<file path="config.mk">
export PLATFORM = sky130hd
export DESIGN_NAME = branch_resolve_update
export DESIGN_NICKNAME = d
export VERILOG_FILES = /design/src/rtl/bp_pkg.sv /design/src/rtl/bp_sat_update.sv /design/src/rtl/branch_resolve_update.sv
export SDC_FILE = /design/constraint.sdc
export NUM_CORES = 1
export LEC_CHECK = 0
export CORE_UTILIZATION = 54
export CTS_CLUSTER_DIAMETER = 40
export CTS_CLUSTER_SIZE = 30
export DETAILED_ROUTE_END_ITERATION = 10
export HOLD_SLACK_MARGIN = 0.15
export PLACE_DENSITY = 0.85
export SYNTH_ARGS = -nofsm -noshare
export SYNTH_HDL_FRONTEND = slang
export SYNTH_HIERARCHICAL = 1
export SYNTH_SLANG_ARGS = --single-unit
</file>
<file path="constraint.sdc">
create_clock -name clk -period 5.9 [get_ports clk]
set_input_delay 0.885 -clock clk [delete_from_list [all_inputs] [get_ports clk]]
set_output_delay 0.885 -clock clk [all_outputs]
set_load 0.02 [all_outputs]
</file>
<file path="src/rtl/bp_pkg.sv">
// Shared definitions for the 2-bit saturating branch predictor:
// counter encodings, state type and the next-state rule.
package bp_pkg;

   typedef logic [1:0] bp_state_t;

   localparam bp_state_t BP_STRONG_NT = 2'b00;
   localparam bp_state_t BP_WEAK_NT   = 2'b01;
   localparam bp_state_t BP_WEAK_T    = 2'b10;
   localparam bp_state_t BP_STRONG_T  = 2'b11;

   // Move one step toward the observed outcome, pinning at the strong ends.
   function automatic bp_state_t bp_sat_next(input bp_state_t state, input logic taken);
      bp_state_t nxt;
      nxt = state;
      if (taken) begin
         if (state != BP_STRONG_T) nxt = state + 2'd1;
      end else begin
         if (state != BP_STRONG_NT) nxt = state - 2'd1;
      end
      return nxt;
   endfunction

endpackage

</file>
<file path="src/rtl/bp_sat_update.sv">
// Combinational 2-bit saturating-counter update, kept separate so other
// predictor variants can share the same rule.
module bp_sat_update
   import bp_pkg::*;
(
   input  bp_state_t state_i,
   input  logic      taken_i,
   output bp_state_t state_o
);

   assign state_o = bp_sat_next(state_i, taken_i);

endmodule

</file>
<file path="src/rtl/branch_resolve_update.sv">
// Carries prediction state IF->ID->EX, resolves branches in EX, drives the
// predictor table write port and flush/redirect. Optional stats: BRANCH_STATS_EN.
module branch_resolve_update
   import bp_pkg::*;
#(
   parameter int PC_W  = 32,
   parameter int IDX_W = 2
`ifdef BRANCH_STATS_EN
   ,parameter int STAT_W = 16
`endif
) (
   input  logic             clk,
   input  logic             reset,
   input  logic             stall,
   input  logic             valid_if,
   input  logic [PC_W-1:0]  pc_if,
   input  bp_state_t        pred_state_if,
   output logic             pred_taken_if,
   input  logic             is_branch_id,
   input  logic [PC_W-1:0]  target_id,
   input  logic             taken_ex,
   output logic             update_en,
   output logic [IDX_W-1:0] update_idx,
   output bp_state_t        update_entry,
   output logic             flush,
   output logic [PC_W-1:0]  redirect_pc
`ifdef BRANCH_STATS_EN
   ,output logic [STAT_W-1:0] pred_cnt,
   output logic [STAT_W-1:0] mispred_cnt
`endif
);

   logic            ifid_valid_q, ifid_valid_d;
   logic [PC_W-1:0] ifid_pc_q,    ifid_pc_d;
   bp_state_t       ifid_state_q, ifid_state_d;

   logic            idex_valid_q,  idex_valid_d;
   logic [PC_W-1:0] idex_pc_q,     idex_pc_d;
   bp_state_t       idex_state_q,  idex_state_d;
   logic            idex_br_q,     idex_br_d;
   logic [PC_W-1:0] idex_target_q, idex_target_d;

   logic      ex_br;
   logic      ex_mispred;
   bp_state_t ex_next_state;

   assign pred_taken_if = pred_state_if[1];

   always_comb begin
      ifid_valid_d  = ifid_valid_q;
      ifid_pc_d     = ifid_pc_q;
      ifid_state_d  = ifid_state_q;
      idex_valid_d  = idex_valid_q;
      idex_pc_d     = idex_pc_q;
      idex_state_d  = idex_state_q;
      idex_br_d     = idex_br_q;
      idex_target_d = idex_target_q;
      // flush can only be high when stall is low, so it always advances the pipe
      if (flush || !stall) begin
         ifid_valid_d  = valid_if & ~flush;
         ifid_pc_d     = pc_if;
         ifid_state_d  = pred_state_if;
         idex_valid_d  = ifid_valid_q & ~flush;
         idex_pc_d     = ifid_pc_q;
         idex_state_d  = ifid_state_q;
         idex_br_d     = is_branch_id;
         idex_target_d = target_id;
      end
   end

   always_ff @(posedge clk) begin
      if (reset) begin
         ifid_valid_q  <= 1'b0;
         ifid_pc_q     <= '0;
         ifid_state_q  <= BP_STRONG_NT;
         idex_valid_q  <= 1'b0;
         idex_pc_q     <= '0;
         idex_state_q  <= BP_STRONG_NT;
         idex_br_q     <= 1'b0;
         idex_target_q <= '0;
      end else begin
         ifid_valid_q  <= ifid_valid_d;
         ifid_pc_q     <= ifid_pc_d;
         ifid_state_q  <= ifid_state_d;
         idex_valid_q  <= idex_valid_d;
         idex_pc_q     <= idex_pc_d;
         idex_state_q  <= idex_state_d;
         idex_br_q     <= idex_br_d;
         idex_target_q <= idex_target_d;
      end
   end

   bp_sat_update u_sat (
      .state_i (idex_state_q),
      .taken_i (taken_ex),
      .state_o (ex_next_state)
   );

   // Reset in flight suppresses the write so a discarded branch never reaches the table.
   assign ex_br      = idex_valid_q & idex_br_q & ~stall & ~reset;
   assign ex_mispred = idex_state_q[1] ^ taken_ex;

   // Write-port payload is held at zero whenever no write is requested.
   assign update_en    = ex_br;
   assign update_idx   = ex_br ? idex_pc_q[IDX_W+1:2] : '0;
   assign update_entry = ex_br ? ex_next_state : BP_STRONG_NT;
   assign flush        = ex_br & ex_mispred;
   assign redirect_pc  = !flush   ? '0 :
                         taken_ex ? idex_target_q : idex_pc_q + PC_W'(4);

`ifdef BRANCH_STATS_EN
   logic [STAT_W-1:0] pred_cnt_q;
   logic [STAT_W-1:0] mispred_cnt_q;

   always_ff @(posedge clk) begin
      if (reset) begin
         pred_cnt_q    <= '0;
         mispred_cnt_q <= '0;
      end else begin
         if (update_en && (pred_cnt_q != '1))   pred_cnt_q    <= pred_cnt_q + STAT_W'(1);
         if (flush && (mispred_cnt_q != '1))    mispred_cnt_q <= mispred_cnt_q + STAT_W'(1);
      end
   end

   assign pred_cnt    = pred_cnt_q;
   assign mispred_cnt = mispred_cnt_q;
`endif

endmodule

</file>
# Word level (Yosys, flattened, before mapping)
# Index checks and enable logic that the tools add are counted.
dict set report op_classes {
  n_eq_ne 1
  bitwise_logic 10
  muxes 7
  n_reduce_logical 3
  add_sub_neg 3
}
# cell n
set ops {}
lappend ops {{32-bit 2-to-1 mux} 2}
lappend ops {{32-bit by 3-bit adder with 32-bit output, second input constant} 1}
lappend ops {{2-bit 2-to-1 mux} 5}
lappend ops {{1-bit AND} 6}
lappend ops {{1-bit inverter} 3}
lappend ops {{2-bit by 1-bit adder with 2-bit output, second input constant} 1}
lappend ops {{2-bit inequality test, second input constant} 1}
lappend ops {{2-bit nonzero test} 1}
lappend ops {{2-bit by 1-bit subtractor with 2-bit output, second input constant} 1}
lappend ops {{1-bit logical NOT} 1}
lappend ops {{1-bit logical OR} 1}
lappend ops {{1-bit XOR} 1}
dict set report word_totals {
  in_bits 72
  reg_bits 103
}

# Depth between registers and ports, before layout
dict set report logic_depth {
  word_depth 6
  ltp_mapped 6
  mapped_depth_nobuf 6
}

# By module
# Netlist, hierarchy kept.
# mod area_per_inst_um2 cells_per_inst seq_area_each_um2 n_inst
set modules_own_cells {}
lappend modules_own_cells {branch_resolve_update 4675.7 504 2062.0 1}
lappend modules_own_cells {bp_sat_update 26.3 3 0.0 1}

# Least setup slack after synthesis
# No wires, ideal clock.
dict set report synth_path {
  kind {input port to output port}
  start {input reset}
  end {output redirect_pc[13]}
  required_ns 5.015
  t_arrival_ns 2.520
  stages 5
  path_buffers 2
  path_slack_ns 2.495
  path_cell_list {clkbuf_1 -> nor3_2 -> nand2_1 -> buf_1 -> a211oi_1}
}
dict set report synth_between {
  elab_chain_len 4
}
# element line_no
set synth_rtl {}
lappend synth_rtl {{from (decl)} branch_resolve_update.sv:13} ;# input logic reset,
lappend synth_rtl {{1-bit inverter} branch_resolve_update.sv:100} ;# assign ex_br = idex_valid_q & idex_br_q & ~stall & ~reset;
lappend synth_rtl {{1-bit AND} branch_resolve_update.sv:100}
lappend synth_rtl {{net update_en} branch_resolve_update.sv:22} ;# output logic update_en,
lappend synth_rtl {{1-bit AND} branch_resolve_update.sv:107} ;# assign flush = ex_br & ex_mispred;
lappend synth_rtl {{32-bit 2-to-1 mux} branch_resolve_update.sv:108} ;# assign redirect_pc = !flush ? '0 :
lappend synth_rtl {{to (decl)} branch_resolve_update.sv:26} ;# output logic [PC_W-1:0] redirect_pc
# The timed path passes the listed nets, and every way through them passes these cells.

# Worst setup path in the final report
dict set report layout_path {
  start {input taken_ex}
  end {output redirect_pc[22]}
}
dict set report layout_between {
  elab_chain_len 3
}
# element line_no
set layout_rtl {}
lappend layout_rtl {{from (decl)} branch_resolve_update.sv:21} ;# input logic taken_ex,
lappend layout_rtl {{1-bit XOR} branch_resolve_update.sv:101} ;# assign ex_mispred = idex_state_q[1] ^ taken_ex;
lappend layout_rtl {{1-bit AND} branch_resolve_update.sv:107}
lappend layout_rtl {{32-bit 2-to-1 mux (*)} branch_resolve_update.sv:108}
# Mark *: on every way between the ends. The rest lies on a longest branch, timed or not.

==> results.md <==
- In the post-synthesis netlist, the biggest area contributors are dfxtp_1 (44%), mux2i_1 (23%), nor2_1 (11%).
- In the final routed layout, each cell accounts on average for roughly 15 µm.
- The number of different library cells used by synthesis comes to 31.
- The flow ran to the end, and the final reports show no timing, DRC or antenna violations.
- The initial antenna violation count was 0.
- The routed wire length on met2 is slightly above 5 mm.
- The class of the tightest hold or removal check is reg -> reg.
- The die covers ~9100 µm².
- After clock tree synthesis, the setup repair step added 0 buffers.
- Setup violations remaining at the end of the flow were counted as 0.
- The final setup TNS is 0 ns.
- The first-iteration detailed-routing DRC count is 188.
- Of the cells placed in the final design, the portion with a size suffix greater than 1 is 0.0615.
- Counting every net in the synthesized netlist gives slightly below 600.
- The worst setup skew after layout is roughly 0.011 ns.
- The filler cells instantiated in the layout total between 600 and 700.
- Synthesis produced a netlist whose cell count is a little over 500.
- Tracing the worst setup path back leads to its startpoint at taken_ex.
- The x dimension of the die is roughly 95 µm.
- roughly 110 I/O pins were placed.
- The aggregate global-route resource usage is 0.239.
- The clock-pin slew on the worst setup and hold paths is ~0.090 ns.
- In this run the clock root is driven by a clkbuf_8.
- The sequential group share of total power is 0.552.
- The area growth from synthesis to layout is 28.0%.
- The net switching power figure is between 300 and 400 µW.
- The category of the most critical setup path is in -> out.
- Summed over all layers, the routed wires come to 10.5 mm.
- The count of flip-flops with a built-in enable after synthesis is 0.
- The startpoint type of the worst setup path is an input port.
- Once the clock tree was built, the resizer swapped 0 gates to a different size.
- The clock buffer count from CTS is 9.
- The critical path required time is 5.02 ns.
- Of the synthesized area, sequential elements account for 0.439.
- The largest net degree at the start of global routing is 105.
- Of the post-synthesis cell area, the dominant cell type holds 0.439.
- Across the run, the number of max-cap violations was 0.
- In this run, post-CTS hold repair placed 0 buffers.
- Of the total power, the share spent switching nets is 0.253.
- The average vias per placed instance is roughly 5.4.
- The startpoint of the worst hold path is ifid_valid_q.
- After detailed routing, the number of remaining DRC violations is 0.
- The clock tree synthesis step divided the H-tree into 3 levels.
- The number of search-and-repair iterations in the first detailed-routing pass is 4.
- The post-route minimum period is approximately 4.7 ns.
- The transition at the pin with the smallest max-transition slack is between 1 and 1.5 ns.
- The total global routing overflow is 0.
- The achievable frequency is about 210 MHz.
- The maximum fanout count along the critical path is 31.
- The clock insertion delay at the later pin of the skew report is around 0.36 ns.
- The standard cell area after detailed placement is a little under 6000 µm².
- Summing all non-filler instances in the final layout gives an area of ~6000 µm².
- The via count of the first global-routing pass is between 3,000 and 4,000.
- In this run the critical register-to-register path is launched from idex_br_q.
- The share of total power in the clock network is 0.329.
- After synthesis, the share of flip-flops with an asynchronous set or reset is 0.
- The site row count is 33.
- The internal power is a little over 1 mW.
- The arrival time at the worst endpoint is 3.82 ns.
- The final route contains roughly 3,800 vias.
- The count of synthesis-stage warnings from yosys is 6.
- The main flop type after synthesis is dfxtp_1.
- In the final routing, the length of wire on met1 measures roughly 4.6 mm.
- The number of endpoints with negative hold slack in the final report was 0.
- The max-slew violation count is 0.
- In this run the static leakage power is 2.52 nW.
- The clock drives roughly 100 sinks.
- Summed over all nets, the half-perimeter wirelength after detailed placement is 7.17 mm.
- A synthesized cell averages approximately 9.3 µm².
- Input and output buffers added on the ports amount to 110.
- STA classifies the critical path endpoint as a primary output.
- The final net count is between 600 and 700.
- nor2_1 is the most common cell in the netlist.
- Dividing the final minimum period by the clock period gives 0.798.
- The clock tree buffer depth is 2.
- Setup repair after global routing left no endpoint under its margin.
- Overall power consumption after layout is estimated at 1.37 mW.
- The total area inside the core boundary comes to 8340 µm².
- The last weighted congestion value of the routability-driven placer is around 0.82.
- The fraction of power consumed by combinational cells is 0.119.
- The number of synthesized register bits is between 100 and 150.
- For this configuration, the core starts out at a cell density of 0.564.
- The vertical extent of the die is around 95 µm.
- Across all hold checks on the routed design, the worst slack comes to roughly 0.47 ns.
- At the placement stage, the worst setup path has a slack of 1.17 ns.
- After layout, the worst setup slack is between 1 and 1.5 ns.
- Power spread over the standard cell area amounts to roughly 230 nW/µm².
- The global-route wire length before repair is 16.6 mm.
- Measured against its own limit, the worst slew margin works out to 0.163.
- The synthesized design spends more area on one cell type than any other, namely dfxtp_1.
- VDD sags by at most about 150 µV.
- Summing every instance area after synthesis gives about 4700 µm².
- The commonest cells after synthesis are nor2_1 (138), mux2i_1 (107), dfxtp_1 (103).
- In this run the top signal layer used is met4.
- The number of routed nets with antenna violations is 0.
- Detailed routing placed a total of about 540 µm of wire on met3.
- The number of antenna diodes in the final layout is 0.
- The TritonCTS clock tree is yes.
[logic make-up (layout without fill, tap and decap cells)]
family / after synthesis / after routing / share of synthesized area
flops: 103 / 103 / 0.439
buf+inv: 39 / 134 / 0.0341
compound gates: 28 / 28 / 0.0452
xor+xnor: 29 / 29 / 0.0540
simple gates: 198 / 198 / 0.193
mux: 107 / 107 / 0.228
fa+ha+maj: 3 / 3 / 0.00745
[power by group through the flow]
stage               clock, mW  sequential [mW]  combinational [mW]
floorplan                   0            0.765              0.0999
global route            0.488            0.761               0.178
global placement            0            0.770               0.158
finish                  0.451            0.756               0.163
detailed placement          0            0.772               0.163
CTS                     0.460            0.756               0.164
[per-layer routing]
| metal | vias to the layer above | global-route usage |
|---|---|---|
| li1 | 1899 | - |
| met1 | 1786 | 0.302 |
| met2 | 101 | 0.402 |
| met3 | 12 | 0.0423 |
| met4 | 0 | 0.0947 |
| met5 | - | 0 |
[cells in the final DEF, fill, tap and decap left out, types with 2 or more instances in the layout]
cell	instances
clkinv_4	2
nand3b_1	2
a211oi_2	5
nor2_1	138
and2_1	4
xnor2_1	6
maj3_2	2
nor4_4	2
clkdlybuf4s50_1	108
nand2_1	22
buf_4	4
a21oi_1	9
nand3_1	7
inv_1	4
nand4_4	2
a211oi_1	14
nor3_1	5
clkbuf_8	9
dfxtp_1	103
and4_1	3
xor2_1	23
nand4_1	7
mux2i_1	107
[through the flow]
step,instances,utilization
after floorplan,507,-
after global placement,691,0.697
after detailed placement,691,0.697
after CTS,707,0.722
after global routing,707,0.722
final,707,0.722
[final cells by class]
| cell class | count | area, µm² | share of cell area |
|---|---|---|---|
| Multi-Input combinational cell | 365 | 2480 | 0.412 |
| Sequential cell | 103 | 2060 | 0.343 |
| Timing Repair Buffer | 113 | 1120 | 0.186 |
| Tap cell | 105 | 131 | 0.0218 |
| Clock buffer | 9 | 124 | 0.0206 |
| Clock inverter | 7 | 80.1 | 0.0133 |
| Inverter | 5 | 18.8 | 0.00312 |
[flip-flops by register name, summed over array words and instances (netlist names)]
name           flops
ifid_pc_q         32
idex_valid_q       1
idex_target_q     32
idex_pc_q         32
ifid_valid_q       1
idex_state_q       2
idex_br_q          1
ifid_state_q       2
[worst paths after layout]
check | endpoint | slack [ns] | cells after the start
setup / recovery | redirect_pc[22] | 1.19 | 7
hold reg to reg | ifid_valid_q | 0.47 | 2
hold / removal | ifid_valid_q | 0.47 | 2
setup reg to reg | ifid_valid_q | 3.85 | 5
[worst max-delay path: stages]
cell and delay [ns]:
clkdlybuf4s50_1 0.46, buf_4 0.24, xor2_1 0.19, nand2_1 0.73, buf_4 0.45, a211oi_1 0.20, clkdlybuf4s50_1 0.64
Power figures use the tool's default switching activity.
